==> src/rtl/sfft_buffer_sequencer.sv <==
// Address/enable sequencer for one in-place radix-2 FFT frame held in a dual-port RAM:
// bit-reversed load, per-butterfly read/wait/write-back over all stages, natural-order unload.
module sfft_buffer_sequencer #(
  parameter int unsigned N_LOG2       = 9,
  parameter int unsigned BFLY_LATENCY = 2
) (
  input  logic                        clk,
  input  logic                        reset_n,
  input  logic                        start,
  output logic                        busy,
  output logic                        done,
  input  logic                        sample_valid,
  output logic                        sample_ready,
  output logic [N_LOG2-1:0]           address_A,
  output logic [N_LOG2-1:0]           address_B,
  output logic                        writeEnable_A,
  output logic                        writeEnable_B,
  output logic                        wr_src,
  output logic                        bfly_valid,
  output logic [$clog2(N_LOG2+1)-1:0] bfly_stage,
  output logic [N_LOG2-2:0]           k_index,
  output logic                        out_valid,
  output logic [N_LOG2-1:0]           out_index
);

  localparam int unsigned AW   = N_LOG2;
  localparam int unsigned KW   = N_LOG2 - 1;
  localparam int unsigned SW   = $clog2(N_LOG2 + 1);
  localparam int unsigned CW   = N_LOG2 + 1;
  localparam int unsigned WW   = 4;
  localparam int unsigned NPTS = 1 << N_LOG2;

  localparam logic [CW-1:0] LOAD_LAST   = CW'(NPTS - 1);
  localparam logic [CW-1:0] UNLOAD_LAST = CW'(NPTS);
  localparam logic [KW-1:0] J_LAST      = KW'(NPTS / 2 - 1);
  localparam logic [SW-1:0] S_LAST      = SW'(N_LOG2 - 1);
  localparam logic [WW-1:0] WAIT_LAST   = WW'(BFLY_LATENCY - 1);

  localparam logic [2:0] ST_IDLE   = 3'd0;
  localparam logic [2:0] ST_LOAD   = 3'd1;
  localparam logic [2:0] ST_RD     = 3'd2;
  localparam logic [2:0] ST_WAIT   = 3'd3;
  localparam logic [2:0] ST_WR     = 3'd4;
  localparam logic [2:0] ST_UNLOAD = 3'd5;

  logic [2:0]    state_q, state_d;
  logic [CW-1:0] cnt_q, cnt_d;
  logic [SW-1:0] s_q, s_d;
  logic [KW-1:0] j_q, j_d;
  logic [WW-1:0] wait_q, wait_d;

  logic          bfly_valid_d;
  logic          out_valid_d;
  logic [AW-1:0] out_index_d;
  logic          done_d;

  logic [AW-1:0] load_addr;
  logic [AW-1:0] j_ext;
  logic [AW-1:0] half;
  logic [AW-1:0] pos;
  logic [AW-1:0] bf_a;
  logic [AW-1:0] bf_b;
  logic [KW-1:0] bf_k;

  // Load address is the bit-reversed sample count.
  always_comb begin
    load_addr = '0;
    for (int i = 0; i < int'(AW); i++) begin
      load_addr[i] = cnt_q[AW-1-i];
    end
  end

  // Butterfly operand pair and twiddle index for stage s_q, butterfly j_q.
  assign j_ext = AW'(j_q);
  assign half  = AW'(1) << s_q;
  assign pos   = j_ext & (half - AW'(1));
  assign bf_a  = ((j_ext >> s_q) << (s_q + SW'(1))) | pos;
  assign bf_b  = bf_a + half;
  assign bf_k  = KW'(pos << (SW'(N_LOG2 - 1) - s_q));

  always_ff @(posedge clk or negedge reset_n) begin
    if (!reset_n) begin
      state_q    <= ST_IDLE;
      cnt_q      <= '0;
      s_q        <= '0;
      j_q        <= '0;
      wait_q     <= '0;
      bfly_valid <= 1'b0;
      out_valid  <= 1'b0;
      out_index  <= '0;
      done       <= 1'b0;
    end else begin
      state_q    <= state_d;
      cnt_q      <= cnt_d;
      s_q        <= s_d;
      j_q        <= j_d;
      wait_q     <= wait_d;
      bfly_valid <= bfly_valid_d;
      out_valid  <= out_valid_d;
      out_index  <= out_index_d;
      done       <= done_d;
    end
  end

  always_comb begin
    state_d       = state_q;
    cnt_d         = cnt_q;
    s_d           = s_q;
    j_d           = j_q;
    wait_d        = wait_q;
    bfly_valid_d  = 1'b0;
    out_valid_d   = 1'b0;
    out_index_d   = '0;
    done_d        = 1'b0;
    busy          = (state_q != ST_IDLE);
    sample_ready  = 1'b0;
    address_A     = '0;
    address_B     = '0;
    writeEnable_A = 1'b0;
    writeEnable_B = 1'b0;
    wr_src        = 1'b0;
    bfly_stage    = '0;
    k_index       = '0;

    case (state_q)
      ST_IDLE: begin
        if (start) begin
          state_d = ST_LOAD;
          cnt_d   = '0;
        end
      end

      ST_LOAD: begin
        sample_ready = 1'b1;
        address_A    = load_addr;
        if (sample_valid) begin
          writeEnable_A = 1'b1;
          if (cnt_q == LOAD_LAST) begin
            state_d = ST_RD;
            cnt_d   = '0;
            s_d     = '0;
            j_d     = '0;
          end else begin
            cnt_d = cnt_q + CW'(1);
          end
        end
      end

      ST_RD: begin
        address_A    = bf_a;
        address_B    = bf_b;
        bfly_stage   = s_q;
        k_index      = bf_k;
        bfly_valid_d = 1'b1;
        wait_d       = '0;
        state_d      = (BFLY_LATENCY == 0) ? ST_WR : ST_WAIT;
      end

      ST_WAIT: begin
        address_A  = bf_a;
        address_B  = bf_b;
        bfly_stage = s_q;
        k_index    = bf_k;
        if (wait_q == WAIT_LAST) begin
          state_d = ST_WR;
        end else begin
          wait_d = wait_q + WW'(1);
        end
      end

      // Write-back, then advance butterfly/stage; the last butterfly hands over to unload.
      ST_WR: begin
        address_A     = bf_a;
        address_B     = bf_b;
        bfly_stage    = s_q;
        k_index       = bf_k;
        writeEnable_A = 1'b1;
        writeEnable_B = 1'b1;
        wr_src        = 1'b1;
        state_d       = ST_RD;
        if (j_q == J_LAST) begin
          j_d = '0;
          if (s_q == S_LAST) begin
            s_d     = '0;
            cnt_d   = '0;
            state_d = ST_UNLOAD;
          end else begin
            s_d = s_q + SW'(1);
          end
        end else begin
          j_d = j_q + KW'(1);
        end
      end

      // N reads at cnt 0..N-1, plus one trailing cycle that presents the last bin.
      ST_UNLOAD: begin
        if (cnt_q == UNLOAD_LAST) begin
          state_d = ST_IDLE;
          cnt_d   = '0;
        end else begin
          address_A   = cnt_q[AW-1:0];
          out_valid_d = 1'b1;
          out_index_d = cnt_q[AW-1:0];
          done_d      = (cnt_q == LOAD_LAST);
          cnt_d       = cnt_q + CW'(1);
        end
      end

      default: begin
        state_d = ST_IDLE;
      end
    endcase
  end

endmodule
==> config.mk <==
export PLATFORM = sky130hd
export DESIGN_NAME = sfft_buffer_sequencer
export DESIGN_NICKNAME = d
export VERILOG_FILES = /design/src/rtl/sfft_buffer_sequencer.sv
export SDC_FILE = /design/constraint.sdc
export NUM_CORES = 1
export LEC_CHECK = 0
export ABC_AREA = 1
export BUFFER_PORTS_ARGS = -buffer_cell sky130_fd_sc_hd__buf_2
export CAP_MARGIN = 5
export CELL_PAD_IN_SITES_DETAIL_PLACEMENT = 0
export CELL_PAD_IN_SITES_GLOBAL_PLACEMENT = 2
export CORE_MARGIN = 2
export CORE_UTILIZATION = 25
export DETAILED_ROUTE_END_ITERATION = 10
export GPL_ROUTABILITY_DRIVEN = 0
export PLACE_DENSITY = 0.73
export SYNTH_ARGS = -nofsm -noshare
export SYNTH_HDL_FRONTEND = slang
export SYNTH_SLANG_ARGS = --single-unit
==> constraint.sdc <==
create_clock -name clk -period 4 [get_ports clk]
set_clock_uncertainty 0.1 [all_clocks]
set_input_delay 0.8 -clock clk [delete_from_list [all_inputs] [get_ports clk]]
set_output_delay 0.8 -clock clk [all_outputs]
set_load 0.01 [all_outputs]
==> results by group <==
Yosys
  • Ys flop type: dfrtp_1
  • Number of flops mapped to enable cells by yosys: 0
  • Cell taking the most area after synthesis: dfrtp_1
  • Synth area leaders: dfrtp_1 (26%), nand2_1 (14%), nand3_1 (8.7%)
  • Top-area cell type share of the netlist area: a little over a quarter
  • Unique masters post-synth: 46
  • Mapped Nets: 620
  • Yosys warnings: 0
  • Syn Inst Count: 592
  • Share of the yosys chip area belonging to registers: 26.1%
  • Post-Syn Area: 3930 um^2
  • Seq cells post-synth: 41
  • Mean Syn Cell Area: 6.64 um^2
  • Async set-or-reset flop fraction in the synthesized netlist: 100%

STA
  • Final Max Slew Viols: 0
  • Max Clk Rate: 0.244 GHz
  • RSZ-0062 raised after global routing: yes
  • Fin. Hold Viols: 0
  • Final hold slack: 0.429 ns
  • Rel. slew slack: a little under two fifths
  • Setup ws final: -0.102 ns
  • Tmin final: 4.10 ns
  • Tcrit/Tclk final: 103%
  • Worst Tran Pin Value: 0.946 ns
  • Final-report setup violation count: 3

Clocking
  • Clk sinks: 41
  • CTS buffer count: 5
  • CTS H-Tree Depth: 2
  • TritonCTS clock tree: done
  • Clock-pin slew on the worst setup and hold paths: 0.06 ns
  • Root Buffer: clkbuf_16
  • Clk_lat worst skew: 0.30 ns
  • Maximum root-to-sink buffer count: 2

Finish
  • Nets: between 700 and 800
  • Layout Cells excl Fill: 949
  • Register area: ~1000 um^2
  • N_diodes: 0
  • Area of the multi-input gates: 2840 um^2
  • Layout cell share with drive strength beyond 1: 38.9%
  • Fillers: 1628
  • Area grow syn2layout: 44.4%

Setup path
  • RR Startpoint: s_q[0]
  • Worst Path Max Fanout: 5
  • CP Class: reg2out
  • Req. time, crit path: a little over 3 ns
  • Crit Reg-Reg Endpoint: cnt_q[3]
  • CP Data Arrival Time: roughly 3.2 ns
  • Worst setup EP type: primary output
  • R2R setup slack: 1.72 ns
  • CP Launch Type: flop
  • Worst r2r path cells: 12

Place
  • Placed insts: 913
  • Final HPWL DP: 10700 um
  • Number of port buffers: 50

Detailed routing
  • Iter 0 DRT Violations: approximately 230
  • Final WL: 14000 um
  • Via/cell ratio: 4.68
  • Vias after detailed routing: 4438
  • # DRC: 0
  • DR pass1 iterations: 4
  • Wire per inst: ~15 um
  • Antenna Violating Nets Remaining: 0

Floorplanning
  • Row count: 45
  • I/O pins: 51
  • Die area: 16700 um^2
  • Die Wd: about 130 um
  • Die H: 129 um
  • Core region area: 15300 um^2
  • Starting Density: 25.8%

GRT
  • Initial antenna violation count: 0
  • Largest net degree at the start of global routing: 42
  • First-pass GRT wire length: ~22000 um
  • Number of global-route vias before repair: 4395
  • GRT Resource Usage Total: 16.9%
  • Overflow after GRT: 0

Status
  • Violated checks: setup timing
  • Status: finished, violations left

Power and ir drop
  • Leak pwr: 2.91 nW
  • Pwr Density: 573 nW/um^2
  • Maximum VDD drop: 0.000325 V

Hold path
  • Hold_sp: cnt_q[0]
  • Worst Hold Class: reg2reg
  • Worst hold stages: 1
  • Hold Crit Endpoint: cnt_q[0]

Flow run
  • Max cap viols: 0
metrics by stage:
stage          power, mW  cell area [um^2]  setup WS, ns  util (%)  setup TNS (ns)
6_report            3.25              5680        -0.102      37.2          -0.154
3_5_place_dp        2.58              4920       -0.0579      32.2         -0.0892
4_1_cts             3.14              5400        -0.105      35.4          -0.260
2_1_floorplan       1.78              3940        0.0196         -               0
3_3_place_gp        2.58              4920       -0.0355      32.2         -0.0666
5_1_grt             3.54              5680        -0.274      37.2           -1.14
placed cells by master (no fill, tap or decap), types with 6 or more instances in the layout:
| cell type | count |
|---|---|
| buf_2 | 50 |
| o21ai_0 | 19 |
| nand2_4 | 7 |
| buf_4 | 101 |
| nor3_2 | 6 |
| nand3_1 | 55 |
| o22ai_1 | 8 |
| o21ai_2 | 11 |
| ha_1 | 12 |
| nand2_1 | 128 |
| nand2_2 | 20 |
| inv_2 | 14 |
| a21oi_1 | 35 |
| nor2_4 | 7 |
| nor2_1 | 49 |
| xor2_1 | 7 |
| ha_4 | 8 |
| nor2_2 | 10 |
| o21ai_1 | 6 |
| buf_6 | 6 |
| dfrtp_1 | 39 |
| inv_1 | 66 |
| nand3_2 | 14 |
worst max-delay path by stage:
stage	start	end	slack (ns)
CTS	s_q[0]	address_B[8]	-0.11
global placement	s_q[0]	address_B[8]	-0.04
detailed placement	s_q[0]	address_B[8]	-0.06
floorplan	s_q[0]	address_B[8]	0.02
global route	s_q[0]	address_B[8]	-0.27
finish	s_q[0]	address_B[8]	-0.10
critical path, cell delays in order, from the launching register on:
cell     delay [ns]
dfrtp_2        0.43
inv_4          0.06
buf_4          0.15
ha_1           0.23
o21ai_2        0.17
nand2_4        0.08
inv_1          0.09
nand4_1        0.13
and2_1         0.21
o21ai_2        0.20
ha_4           0.24
inv_1          0.07
o21ai_1        0.07
nand3_1        0.11
nand3_2        0.11
xnor2_2        0.18
nand3_1        0.11
a21oi_2        0.13
buf_2          0.14
timing repair:
item	CTS	global route
hold buffers	0	0
resized for setup	49	53
endpoints found under the hold margin	0	0
pin swaps	16	30
buffers inserted	19	9
setup endpoints to repair	5	9
cells in the mapped netlist, drive strengths merged, types with 2 or more instances:
| library cell | instances |
|---|---|
| nand2 | 155 |
| inv | 83 |
| nand3 | 72 |
| nor2 | 66 |
| dfrtp | 41 |
| a21oi | 40 |
| o21ai | 36 |
| ha | 23 |
| buf | 13 |
| nor3 | 11 |
| o22ai | 8 |
| xor2 | 8 |
| nand4 | 7 |
| clkbuf | 6 |
| o31ai | 5 |
| nand3b | 4 |
| nor4 | 2 |
cell type report:
type / instances / area share (%)
tap: 211 / 4.65
timing repair buffer: 157 / 19.0
inverter: 83 / 5.64
clock buffer: 5 / 2.20
multi-input combinational: 449 / 50.1
sequential: 41 / 18.1
clock inverter: 3 / 0.375
report_power, final:
group	total, mW	switching (mW)	internal [mW]
clock	0.407	0.175	0.232
combinational	2.23	1.31	0.914
sequential	0.618	0.114	0.503
total	3.25	1.60	1.65
kinds of logic after synthesis:
kind of cell / Yosys count / share of synthesized area (%)
compound gates: 96 / 13.7
mux: 1 / 0.255
buf+inv: 102 / 11.1
simple gates: 319 / 39.0
flops: 41 / 26.1
fa+ha+maj: 24 / 7.83
xor+xnor: 9 / 2.01
layer usage:
metal  share of wire, %  track usage, %
met2                 47            27.8
met5                  0               0
met3                3.3            2.15
met4                3.0            7.03
met1                 47            22.3
state kept, by name (all words and copies together), names as in the netlist:
signal      cells
cnt_q          10
out_valid       1
j_q             8
wait_q          4
state_q         3
done            1
s_q             4
bfly_valid      1
out_index       9
No activity file was read; power rests on OpenSTA's default activity.
